### config.mk
export PLATFORM = sky130hd
export DESIGN_NAME = keypad_scanner_flat
export DESIGN_NICKNAME = d
export VERILOG_FILES = /design/src/rtl/keypad_scanner_if.sv /design/src/rtl/keypad_scanner.sv /design/src/flat_wrapper.sv
export SDC_FILE = /design/constraint.sdc
export NUM_CORES = 1
export LEC_CHECK = 0
export ABC_AREA = 1
export BUFFER_PORTS_ARGS = -buffer_cell sky130_fd_sc_hd__buf_2
export CAP_MARGIN = 20
export CORE_MARGIN = 2
export CORE_UTILIZATION = 45
export DETAILED_ROUTE_END_ITERATION = 10
export MAX_ROUTING_LAYER = met4
export SETUP_SLACK_MARGIN = 0.05
export SYNTH_ARGS = -nofsm -noshare
export SYNTH_HDL_FRONTEND = slang
export SYNTH_SLANG_ARGS = --single-unit
export TNS_END_PERCENT = 5
### constraint.sdc
create_clock -name clock_i -period 8.7 [get_ports clock_i]
set_input_delay 0.435 -clock clock_i [delete_from_list [all_inputs] [get_ports clock_i]]
set_output_delay 0.435 -clock clock_i [all_outputs]
set_load 0.02 [all_outputs]
### src/rtl/keypad_scanner_if.sv
// keypad_scanner_if: keypad matrix lines plus the downstream key valid/ready handshake.
interface keypad_scanner_if;
  logic [3:0] keyboard;
  logic [3:0] col_n;
  logic [1:0] counter;
  logic [3:0] key_code;
  logic       key_valid;
  logic       key_ready;
  logic       key_down;
  logic       overrun;
  modport master (
    input  keyboard, key_ready,
    output col_n, counter, key_code, key_valid, key_down, overrun
  );
  modport slave (
    output keyboard, key_ready,
    input  col_n, counter, key_code, key_valid, key_down, overrun
  );
endinterface

### src/rtl/keypad_scanner.sv
// keypad_scanner: 4x4 keypad column scanner, sweep-level debounce, one code per press via valid/ready.
module keypad_scanner #(
  parameter int SETTLE_CYCLES   = 8,
  parameter int DEBOUNCE_SWEEPS = 4
) (
  input logic              clock_i,
  input logic              reset_n_i,
  keypad_scanner_if.master kp_if
);
  localparam int DW = $clog2(SETTLE_CYCLES);
  localparam int CW = $clog2(DEBOUNCE_SWEEPS + 1);
  localparam logic [DW-1:0] DWELL_LAST = DW'(SETTLE_CYCLES - 1);
  localparam logic [CW-1:0] CNT_ONE    = CW'(1);
  localparam logic [CW-1:0] CNT_DONE   = CW'(DEBOUNCE_SWEEPS);
  typedef enum logic [1:0] {IDLE, DEBOUNCE, PRESSED, RELEASE} state_e;
  state_e        state_q, state_d;
  logic [3:0]    sync1_q, sync2_q;
  logic [DW-1:0] dwell_q, dwell_d;
  logic [1:0]    col_q, col_d;
  logic [1:0]    acc_q, acc_d;
  logic [3:0]    acc_code_q, acc_code_d;
  logic [3:0]    cand_q, cand_d;
  logic [CW-1:0] cnt_q, cnt_d, cnt_inc;
  logic [3:0]    code_q, code_d;
  logic          valid_q, valid_d, overrun_q, overrun_d;
  logic [2:0]    zeros, acc_sum;
  logic [1:0]    row, samp_kind, sweep_n;
  logic [3:0]    samp_code;
  logic          sample, eval, none, single, emit, accept_ok;
  always_comb begin
    zeros = '0;
    row   = '0;
    for (int i = 0; i < 4; i++) begin
      zeros = zeros + {2'b00, ~sync2_q[i]};
      row   = sync2_q[i] ? row : 2'(i);
    end
  end
  assign sample     = dwell_q == DWELL_LAST;
  assign eval       = sample && col_q == 2'd3;
  assign dwell_d    = sample ? '0 : dwell_q + 1'b1;
  assign col_d      = col_q + {1'b0, sample};
  assign samp_kind  = zeros == 3'd0 ? 2'd0 : zeros == 3'd1 ? 2'd1 : 2'd2;
  assign samp_code  = {row, col_q} + 4'd1;
  // acc counts keys seen this sweep, saturating at 2 (= multi); column 0 starts a fresh sweep
  assign acc_sum    = (col_q == 2'd0 ? 3'd0 : {1'b0, acc_q}) + {1'b0, samp_kind};
  assign sweep_n    = acc_sum > 3'd2 ? 2'd2 : acc_sum[1:0];
  assign acc_d      = sample ? sweep_n : acc_q;
  assign acc_code_d = sample && samp_kind == 2'd1 ? samp_code : acc_code_q;
  assign none       = sweep_n == 2'd0;
  assign single     = sweep_n == 2'd1;
  assign cnt_inc    = cnt_q + 1'b1;
  always_comb begin
    state_d = state_q;
    cand_d  = cand_q;
    cnt_d   = cnt_q;
    emit    = 1'b0;
    if (eval) begin
      case (state_q)
        IDLE, DEBOUNCE: begin
          if (single) begin
            cand_d  = acc_code_d;
            cnt_d   = state_q == DEBOUNCE && acc_code_d == cand_q ? cnt_inc : CNT_ONE;
            emit    = cnt_d == CNT_DONE;
            state_d = emit ? PRESSED : DEBOUNCE;
          end else begin
            state_d = IDLE;
          end
        end
        PRESSED: begin
          if (none || (single && acc_code_d != cand_q)) begin
            cnt_d   = CNT_ONE;
            state_d = CNT_ONE == CNT_DONE ? IDLE : RELEASE;
          end
        end
        default: begin
          cnt_d   = cnt_inc;
          state_d = !none ? PRESSED : cnt_inc == CNT_DONE ? IDLE : RELEASE;
        end
      endcase
    end
  end
  // a pending code is only replaced when the consumer takes it on the same clock
  assign accept_ok = !valid_q || kp_if.key_ready;
  assign code_d    = emit && accept_ok ? cand_d : code_q;
  assign valid_d   = (emit && accept_ok) || (valid_q && !kp_if.key_ready);
  assign overrun_d = emit && !accept_ok;
  always_ff @(posedge clock_i) begin
    if (!reset_n_i) begin
      sync1_q    <= 4'hF;
      sync2_q    <= 4'hF;
      dwell_q    <= '0;
      col_q      <= '0;
      acc_q      <= '0;
      acc_code_q <= '0;
      state_q    <= IDLE;
      cand_q     <= '0;
      cnt_q      <= '0;
      code_q     <= '0;
      valid_q    <= 1'b0;
      overrun_q  <= 1'b0;
    end else begin
      sync1_q    <= kp_if.keyboard;
      sync2_q    <= sync1_q;
      dwell_q    <= dwell_d;
      col_q      <= col_d;
      acc_q      <= acc_d;
      acc_code_q <= acc_code_d;
      state_q    <= state_d;
      cand_q     <= cand_d;
      cnt_q      <= cnt_d;
      code_q     <= code_d;
      valid_q    <= valid_d;
      overrun_q  <= overrun_d;
    end
  end
  assign kp_if.col_n     = ~(4'b0001 << col_q);
  assign kp_if.counter   = col_q;
  assign kp_if.key_code  = code_q;
  assign kp_if.key_valid = valid_q;
  assign kp_if.key_down  = state_q == PRESSED || state_q == RELEASE;
  assign kp_if.overrun   = overrun_q;
endmodule
### src/flat_wrapper.sv
// flat-port wrapper written by rule: the top's interface ports become plain ports
module keypad_scanner_flat 
#(
  parameter int SETTLE_CYCLES   = 8,
  parameter int DEBOUNCE_SWEEPS = 4
)
  (clock_i, reset_n_i, kp_if_keyboard, kp_if_key_ready, kp_if_col_n, kp_if_counter, kp_if_key_code, kp_if_key_valid, kp_if_key_down, kp_if_overrun);
  keypad_scanner_if kp_if_i ();
  input logic clock_i;
  input logic reset_n_i;
  input wire logic [$bits(kp_if_i.keyboard)-1:0] kp_if_keyboard;
  input wire logic [$bits(kp_if_i.key_ready)-1:0] kp_if_key_ready;
  output wire logic [$bits(kp_if_i.col_n)-1:0] kp_if_col_n;
  output wire logic [$bits(kp_if_i.counter)-1:0] kp_if_counter;
  output wire logic [$bits(kp_if_i.key_code)-1:0] kp_if_key_code;
  output wire logic [$bits(kp_if_i.key_valid)-1:0] kp_if_key_valid;
  output wire logic [$bits(kp_if_i.key_down)-1:0] kp_if_key_down;
  output wire logic [$bits(kp_if_i.overrun)-1:0] kp_if_overrun;
  assign kp_if_i.keyboard = kp_if_keyboard;
  assign kp_if_i.key_ready = kp_if_key_ready;
  assign kp_if_col_n = kp_if_i.col_n;
  assign kp_if_counter = kp_if_i.counter;
  assign kp_if_key_code = kp_if_i.key_code;
  assign kp_if_key_valid = kp_if_i.key_valid;
  assign kp_if_key_down = kp_if_i.key_down;
  assign kp_if_overrun = kp_if_i.overrun;
  keypad_scanner #(.SETTLE_CYCLES(SETTLE_CYCLES), .DEBOUNCE_SWEEPS(DEBOUNCE_SWEEPS)) u_core (.clock_i(clock_i), .reset_n_i(reset_n_i), .kp_if(kp_if_i));
endmodule
==> results of run 1 <==
## where the power goes
group / switching [mW] / internal [mW]
registers: 0.00158 / 0.159
logic: 0.0155 / 0.00900
clock network: 0.0577 / 0.122
## final cells by class
| cell class | instances | area, um2 | share of cell area [%] |
|---|---|---|---|
| Sequential cell | 34 | 681 | 33.0 |
| Multi-Input combinational cell | 163 | 928 | 45.0 |
| Clock inverter | 2 | 60.1 | 2.91 |
| Clock buffer | 6 | 82.6 | 4.00 |
| Timing Repair Buffer | 19 | 95.1 | 4.61 |
| Inverter | 42 | 158 | 7.64 |
| Tap cell | 48 | 60.1 | 2.91 |
## worst min-delay path by stage
stage | start | endpoint | slack (ns) | depth (start not counted)
5_1_grt | kp_if_keyboard[2] | u_core.sync1_q[2]$_SDFF_PN1_ | 0.32 | 2
4_1_cts | kp_if_keyboard[1] | u_core.sync1_q[1]$_SDFF_PN1_ | 0.32 | 2
3_3_place_gp | u_core.sync1_q[1]$_SDFF_PN1_ | u_core.sync2_q[1]$_SDFF_PN1_ | 0.40 | 1
6_report | kp_if_keyboard[1] | u_core.sync1_q[1]$_SDFF_PN1_ | 0.33 | 2
3_5_place_dp | u_core.sync1_q[1]$_SDFF_PN1_ | u_core.sync2_q[1]$_SDFF_PN1_ | 0.41 | 1
2_1_floorplan | u_core.sync1_q[0]$_SDFF_PN1_ | u_core.sync2_q[0]$_SDFF_PN1_ | 0.39 | 1
## routing by layer
layer  vias to the layer above  global-route usage (%)  part of all wire [%]
met2                        21                    26.8                    44
met3                         3                    5.07                   4.0
met5                         -                       -                     0
li1                        783                       -                     -
met4                         0                    6.12                   1.3
met1                       617                    19.5                    51
## metrics by stage
stage	util (%)	hold WS, ns	area, um2
after floorplan	-	0.393	1780
after global placement	51.3	0.404	1920
after detailed placement	51.3	0.405	1920
after CTS	55.1	0.320	2060
after global routing	55.1	0.322	2060
final	55.1	0.329	2060
## placed cells by master (no fill, tap or decap)
master and instances:
sky130_fd_sc_hd__a21oi_1 2, sky130_fd_sc_hd__nor2_4 3, sky130_fd_sc_hd__nand2_4 1, sky130_fd_sc_hd__nand2_2 5, sky130_fd_sc_hd__nand2_1 56, sky130_fd_sc_hd__nand3_4 2, sky130_fd_sc_hd__xor2_1 1, sky130_fd_sc_hd__nor2_1 35
sky130_fd_sc_hd__inv_2 2, sky130_fd_sc_hd__ha_1 12, sky130_fd_sc_hd__clkinv_1 1, sky130_fd_sc_hd__clkbuf_8 6, sky130_fd_sc_hd__dfxtp_1 34, sky130_fd_sc_hd__nand3_1 15, sky130_fd_sc_hd__fa_1 2, sky130_fd_sc_hd__a31oi_1 1
sky130_fd_sc_hd__inv_1 39, sky130_fd_sc_hd__bufinv_16 2, sky130_fd_sc_hd__or2_2 8, sky130_fd_sc_hd__o22ai_1 1, sky130_fd_sc_hd__and3_1 2, sky130_fd_sc_hd__xnor2_1 1, sky130_fd_sc_hd__nand4_1 4, sky130_fd_sc_hd__o21ai_0 6
sky130_fd_sc_hd__nor2_8 1, sky130_fd_sc_hd__buf_2 19, sky130_fd_sc_hd__nor3_1 2, sky130_fd_sc_hd__nor2_2 2, sky130_fd_sc_hd__nand3_2 1
## logic make-up (layout without fill, tap and decap cells)
group	Yosys count	after routing	share of synthesized area, %
and+or+nand+nor	137	137	37.5
AOI/OAI and AO/OA	10	10	2.95
adders and majority gates	14	14	10.7
DFF	34	34	38.2
xor gates and xnor gates	2	2	0.983
buffers and inverters	46	69	9.69
## state kept, by name (all words and copies together), names as in the netlist
name / cells
u_core.acc_code_q: 4
u_core.cand_q: 4
u_core.kp_if.key_code: 4
u_core.sync1_q: 4
u_core.sync2_q: 4
u_core.cnt_q: 3
u_core.dwell_q: 3
u_core.acc_q: 2
u_core.kp_if.counter: 2
u_core.state_q: 2
u_core.kp_if.key_valid: 1
u_core.kp_if.overrun: 1
==> impl_metrics.tcl, run 1 <==
set metrics [dict create \
    yosys.cell_count.top_type "sky130_fd_sc_hd__nand2_1" \
    async_reset_ff_share_pct 0 \
    synth-main-ff-cell "sky130_fd_sc_hd__dfxtp_1" \
    beginning_of_the_worst_register_to_register_path "u_core.sync2_q[1]$_SDFF_PN1_" \
    dpl_worst_slack_ns 5.14 \
    dp.cells 306 \
    root_buffer "sky130_fd_sc_hd__clkbuf_8" \
    clockBufferDepth 2 \
    post_route_cells_drive_above_1_share_pct 19.5 \
    setup_viol 0 \
    synth_edf_count 0 \
    worstSetupStartpointType "flip-flop" \
    tritoncts "done" \
    max_cap_violations 0 \
    synth.cells.most_frequent "sky130_fd_sc_hd__nand2_1, sky130_fd_sc_hd__inv_1, sky130_fd_sc_hd__nor2_1" \
    grt_pass1_vias 1310 \
    setup_total_negative_slack_ns 0 \
    irDropWorstVdd_mv 0.153 \
    die_area_mm2 0.00448 \
    initialDrtViolationCount 58 \
    synth_area_leader_cell "sky130_fd_sc_hd__dfxtp_1" \
    detail_route.wl_per_cell_um 9.82 \
    h-tree-depth 2 \
    postRouteAntennaNets 0 \
    worstSetupPathDepth 19 \
    synth-seq-area-share_pct 38.2 \
    max_freq_ghz 0.281 \
    clkSlewWorstSetupHoldPaths_ns 0.07 \
    worstHoldPathType "in2reg" \
    worst-slew-pin-transition_ns 0.540 \
    synth.top_cell.area_share_pct 38.2 \
    pwr_density_cell_mw_per_mm2 177 \
    critical_path_arrival_ns 3.75 \
    netlist_instances 243 \
    layout.filler_cells 371 \
    chipWidth_um 66.9 \
    timing.critical_path.mode_cell "sky130_fd_sc_hd__nand2_1" \
    core_mm2 0.00374 \
    critPathCaptureType "flip-flop" \
    post_synthesis_cell_area_mm2 0.00178 \
    max-slew-margin-rel_pct 64.0 \
    gr-total-overflow 0 \
    total_number_of_yosys_warnings 0 \
    total_power_consumption_uw 365 \
    skew_ns 0.00761 \
    final.period_utilization_pct 40.9 \
    power.static_leakage_nw 1.02 \
    timing.final.hold_violations 0 \
    crit_path_max_fanout 9 \
    via_count 1424 \
    antennaDiodeCount 0 \
    r2r_slack_ns 5.14 \
    reg2reg_to "u_core.kp_if.key_code[2]$_SDFFE_PN0P_" \
    list_of_cells_traversed_by_the_critical_path "inv_1 -> ha_1 -> fa_1 -> ha_1 -> nor2_4 -> nand2_2 -> inv_1 -> ha_1 -> inv_1 -> fa_1 -> nand2_1 -> nor2_1 -> nand2_1 -> nor2_2 -> nand2_4 -> nor2_8 -> nand2_1 -> nand2_1 -> nor2_1" \
    worstPathBufferInverterCount 3 \
    gr-usage-all-layers_pct 16.6 \
    status "finished clean" \
    crit_slowest_cell "sky130_fd_sc_hd__fa_1" \
    grt_first_pass_wirelength_mm 5.44 \
    unrepaired_setup_endpoints_after_global_routing "no" \
    core.rowCount 22 \
    final.setup.worst_slack_ns 5.14 \
    worst_setup_path_startpoint "u_core.sync2_q[1]$_SDFF_PN1_" \
    numPortBuffers 19 \
    syn_area_per_cell_um2 7.33 \
    synthToLayoutAreaGrowth_pct 15.9 \
    path_class "reg2reg" \
    worst-r2r-cell-count 19 \
    cts_made_buffers 5 \
    grt_antenna_before_repair 0 \
    pin_count_of_the_biggest_net_entering_global_routing 21 \
    initial_utilization_pct 47.6 \
    period_needed_ns 3.56 \
    route.final.wire_length_mm 3.08 \
    crit_family "adder cells" \
    synth.area.top_cells "sky130_fd_sc_hd__dfxtp_1, sky130_fd_sc_hd__nand2_1, sky130_fd_sc_hd__ha_1" \
    postSynthRegisterBits 34 \
    max_stage_delay_ns 0.48 \
    postCtsResizedCells 0 \
    viasPerCell 4.54 \
    final_max_slew_viol_count 0 \
    critical_path_required_ns 8.89 \
    number_of_cells_in_the_finished_layout_apart_from_fillers 314 \
    insertion_delay_ns 0.29 \
    mappedNetlistNets 264 \
    post_synth_num_cell_types 27 \
    dieHeight_um 66.9 \
    design.portCount 20 \
    fin_nets 286 \
    cts_setup_buffers 0 \
    drcViolationCount 0 \
    cts.hold.buffers_added 0 \
    routabilityCongestion 0.808 \
    tritoncts_sinks 34 \
    crit_end "u_core.kp_if.key_code[2]$_SDFFE_PN0P_" \
    first_pass_iters 6 \
    dp_hpwl_mm 2.39 \
]
Power figures use the tool's default switching activity.
==> inputs of run 2 (changes only) <==
- clock period: 8.7 -> 3.3 ns (I/O delays scaled with it)
==> run 2 against run 1 <==
Compared with the run above: final cell count up 1.6%; count of clock-buffer cells in the layout unchanged; maximum frequency increased by 15%; design area grew 3.5%; routed wire length rose by 8.6%; critical endpoint unchanged; worst hold slack got worse by 0.27 ns; first-iteration DRC count fell by 10%; critical path depth unchanged; non-clock buffer count rose by 5; sequential share of layout area fell by 1.1 points; die area stayed put; sequential power rose to 2.6 times the previous value.
==> impl_metrics.tcl, run 2 (synthesized netlist as in run 1, its figures left out) <==
set metrics [dict create \
    critPathCaptureType "flip-flop" \
    grt_pass1_vias 1291 \
    detail_route.wl_per_cell_um 10.5 \
    route.final.wire_length_mm 3.35 \
    viasPerCell 4.54 \
    cts_made_buffers 5 \
    clockBufferDepth 2 \
    max_freq_ghz 0.322 \
    routabilityCongestion 0.742 \
    final.period_utilization_pct 94.1 \
    irDropWorstVdd_mv 0.260 \
    synthToLayoutAreaGrowth_pct 19.9 \
    setup_viol 0 \
    postRouteAntennaNets 0 \
    first_pass_iters 4 \
    tritoncts "done" \
    pin_count_of_the_biggest_net_entering_global_routing 21 \
    beginning_of_the_worst_register_to_register_path "u_core.sync2_q[0]$_SDFF_PN1_" \
    critical_path_arrival_ns 3.29 \
    post_route_cells_drive_above_1_share_pct 24.4 \
    worstHoldPathType "in2reg" \
    chipWidth_um 66.9 \
    final_cell_mix "sky130_fd_sc_hd__nand2_1, sky130_fd_sc_hd__inv_1, sky130_fd_sc_hd__dfxtp_1" \
    clkSlewWorstSetupHoldPaths_ns 0.07 \
    max_cap_violations 0 \
    antennaDiodeCount 0 \
    final.setup.worst_slack_ns 0.194 \
    fin_hold_ws_ns 0.0583 \
    total_power_consumption_uw 893 \
    path_class "reg2reg" \
    dieHeight_um 66.9 \
    worst_setup_path_startpoint "u_core.sync2_q[0]$_SDFF_PN1_" \
    power.static_leakage_nw 1.03 \
    timing.hold.worst.start "kp_if_keyboard[3]" \
    design.portCount 20 \
    grt_first_pass_wirelength_mm 5.60 \
    unrepaired_setup_endpoints_after_global_routing "yes" \
    dp.cells 310 \
    initialDrtViolationCount 52 \
    drcViolationCount 0 \
    core_mm2 0.00374 \
    die_area_mm2 0.00448 \
    numPortBuffers 19 \
    h-tree-depth 2 \
    critical_path_required_ns 3.48 \
    period_needed_ns 3.11 \
    tritoncts_sinks 34 \
    worst-slew-pin-transition_ns 0.537 \
    fin_nets 292 \
    gr-usage-all-layers_pct 17.2 \
    worstSetupStartpointType "flip-flop" \
    max-slew-margin-rel_pct 64.2 \
    grt_antenna_before_repair 0 \
    timing.final.hold_violations 0 \
    status "finished clean" \
    initial_utilization_pct 47.6 \
    skew_ns 0.00972 \
    via_count 1447 \
    insertion_delay_ns 0.28 \
    dpl_worst_slack_ns 0.0104 \
    final_max_slew_viol_count 0 \
    core.rowCount 22 \
    number_of_cells_in_the_finished_layout_apart_from_fillers 319 \
    layout_commonest_cell "sky130_fd_sc_hd__nand2_1" \
    layout.filler_cells 390 \
    gr-total-overflow 0 \
    pwr_density_cell_mw_per_mm2 418 \
    dp_hpwl_mm 2.41 \
    crit_path_max_fanout 5 \
    root_buffer "sky130_fd_sc_hd__clkbuf_8" \
]
-- run 2: cell count changes in the layout (fill, tap and decap cells not counted), moves of 2 or more --
cell	delta
sky130_fd_sc_hd__buf_4	+5
sky130_fd_sc_hd__nand2_1	-3
sky130_fd_sc_hd__nand2_2	+3
sky130_fd_sc_hd__ha_1	-2
sky130_fd_sc_hd__ha_4	+2
sky130_fd_sc_hd__nor2_1	-2
sky130_fd_sc_hd__nor2_4	+2
-- run 2: path summary, 6_finish.rpt --
path                                                               to  slack (ns)  cells after the start
worst max-delay path            u_core.kp_if.key_code[2]$_SDFFE_PN0P_        0.19                     19
worst min-delay path                     u_core.sync1_q[3]$_SDFF_PN1_        0.06                      2
worst max register to register  u_core.kp_if.key_code[2]$_SDFFE_PN0P_        0.19                     19
worst min register to register           u_core.sync2_q[2]$_SDFF_PN1_        0.41                      1
-- run 2: routing by layer --
layer,wire (um),GRT usage [%],vias up
li1,-,-,794
met1,1680,21.4,630
met2,1540,26.6,17
met3,81,4.05,6
met4,46,7.65,0
met5,0,-,-
-- run 2: layout make-up --
class / count / area [um2] / share of cell area, %
Multi-Input combinational cell: 164 / 992 / 46.5
Sequential cell: 34 / 681 / 31.9
Inverter: 42 / 158 / 7.38
Timing Repair Buffer: 24 / 133 / 6.21
Clock buffer: 6 / 82.6 / 3.87
Tap cell: 48 / 60.1 / 2.81
Clock inverter: 1 / 30.0 / 1.41
-- run 2: timing repair --
action                                  CTS  global route
gates resized for setup                   3             8
endpoints found under the setup margin    4            13
gates cloned                              1             0
hold buffers                              0             0
buffers inserted                          0             1
pin swaps                                 2             5
-- run 2: power by group --
| part | leakage, nW | switching, mW | internal, mW | total [mW] |
|---|---|---|---|---|
| Sequential | 0.277 | 0.00448 | 0.419 | 0.424 |
| Clock | 0.0573 | 0.143 | 0.241 | 0.385 |
| Combinational | 0.692 | 0.0504 | 0.0335 | 0.0838 |
| Total | 1.03 | 0.198 | 0.694 | 0.893 |
-- run 2: stage by stage --
| stage | TNS (ns) | cell area (um2) | util [%] |
|---|---|---|---|
| 2_1_floorplan | 0 | 1790 | - |
| 3_3_place_gp | 0 | 1960 | 52.3 |
| 3_5_place_dp | 0 | 1960 | 52.3 |
| 4_1_cts | 0 | 2090 | 55.9 |
| 5_1_grt | -0.0413 | 2140 | 57.1 |
| 6_report | 0 | 2140 | 57.1 |
-- run 2: critical path: stages (launching register included) --
cell and delay (ns):
sky130_fd_sc_hd__dfxtp_1 0.31, sky130_fd_sc_hd__inv_1 0.06, sky130_fd_sc_hd__ha_4 0.25, sky130_fd_sc_hd__fa_2 0.39, sky130_fd_sc_hd__ha_4 0.23, sky130_fd_sc_hd__nor2_4 0.11
sky130_fd_sc_hd__nand2_2 0.06, sky130_fd_sc_hd__inv_1 0.06, sky130_fd_sc_hd__ha_1 0.14, sky130_fd_sc_hd__inv_1 0.05, sky130_fd_sc_hd__fa_1 0.49, sky130_fd_sc_hd__nand2_2 0.08
sky130_fd_sc_hd__nor2_4 0.12, sky130_fd_sc_hd__nand2_2 0.09, sky130_fd_sc_hd__nor2_4 0.16, sky130_fd_sc_hd__nand2_1 0.07, sky130_fd_sc_hd__o21ai_0 0.14, sky130_fd_sc_hd__nand2_1 0.09
sky130_fd_sc_hd__nand2_1 0.07, sky130_fd_sc_hd__nor2_1 0.04
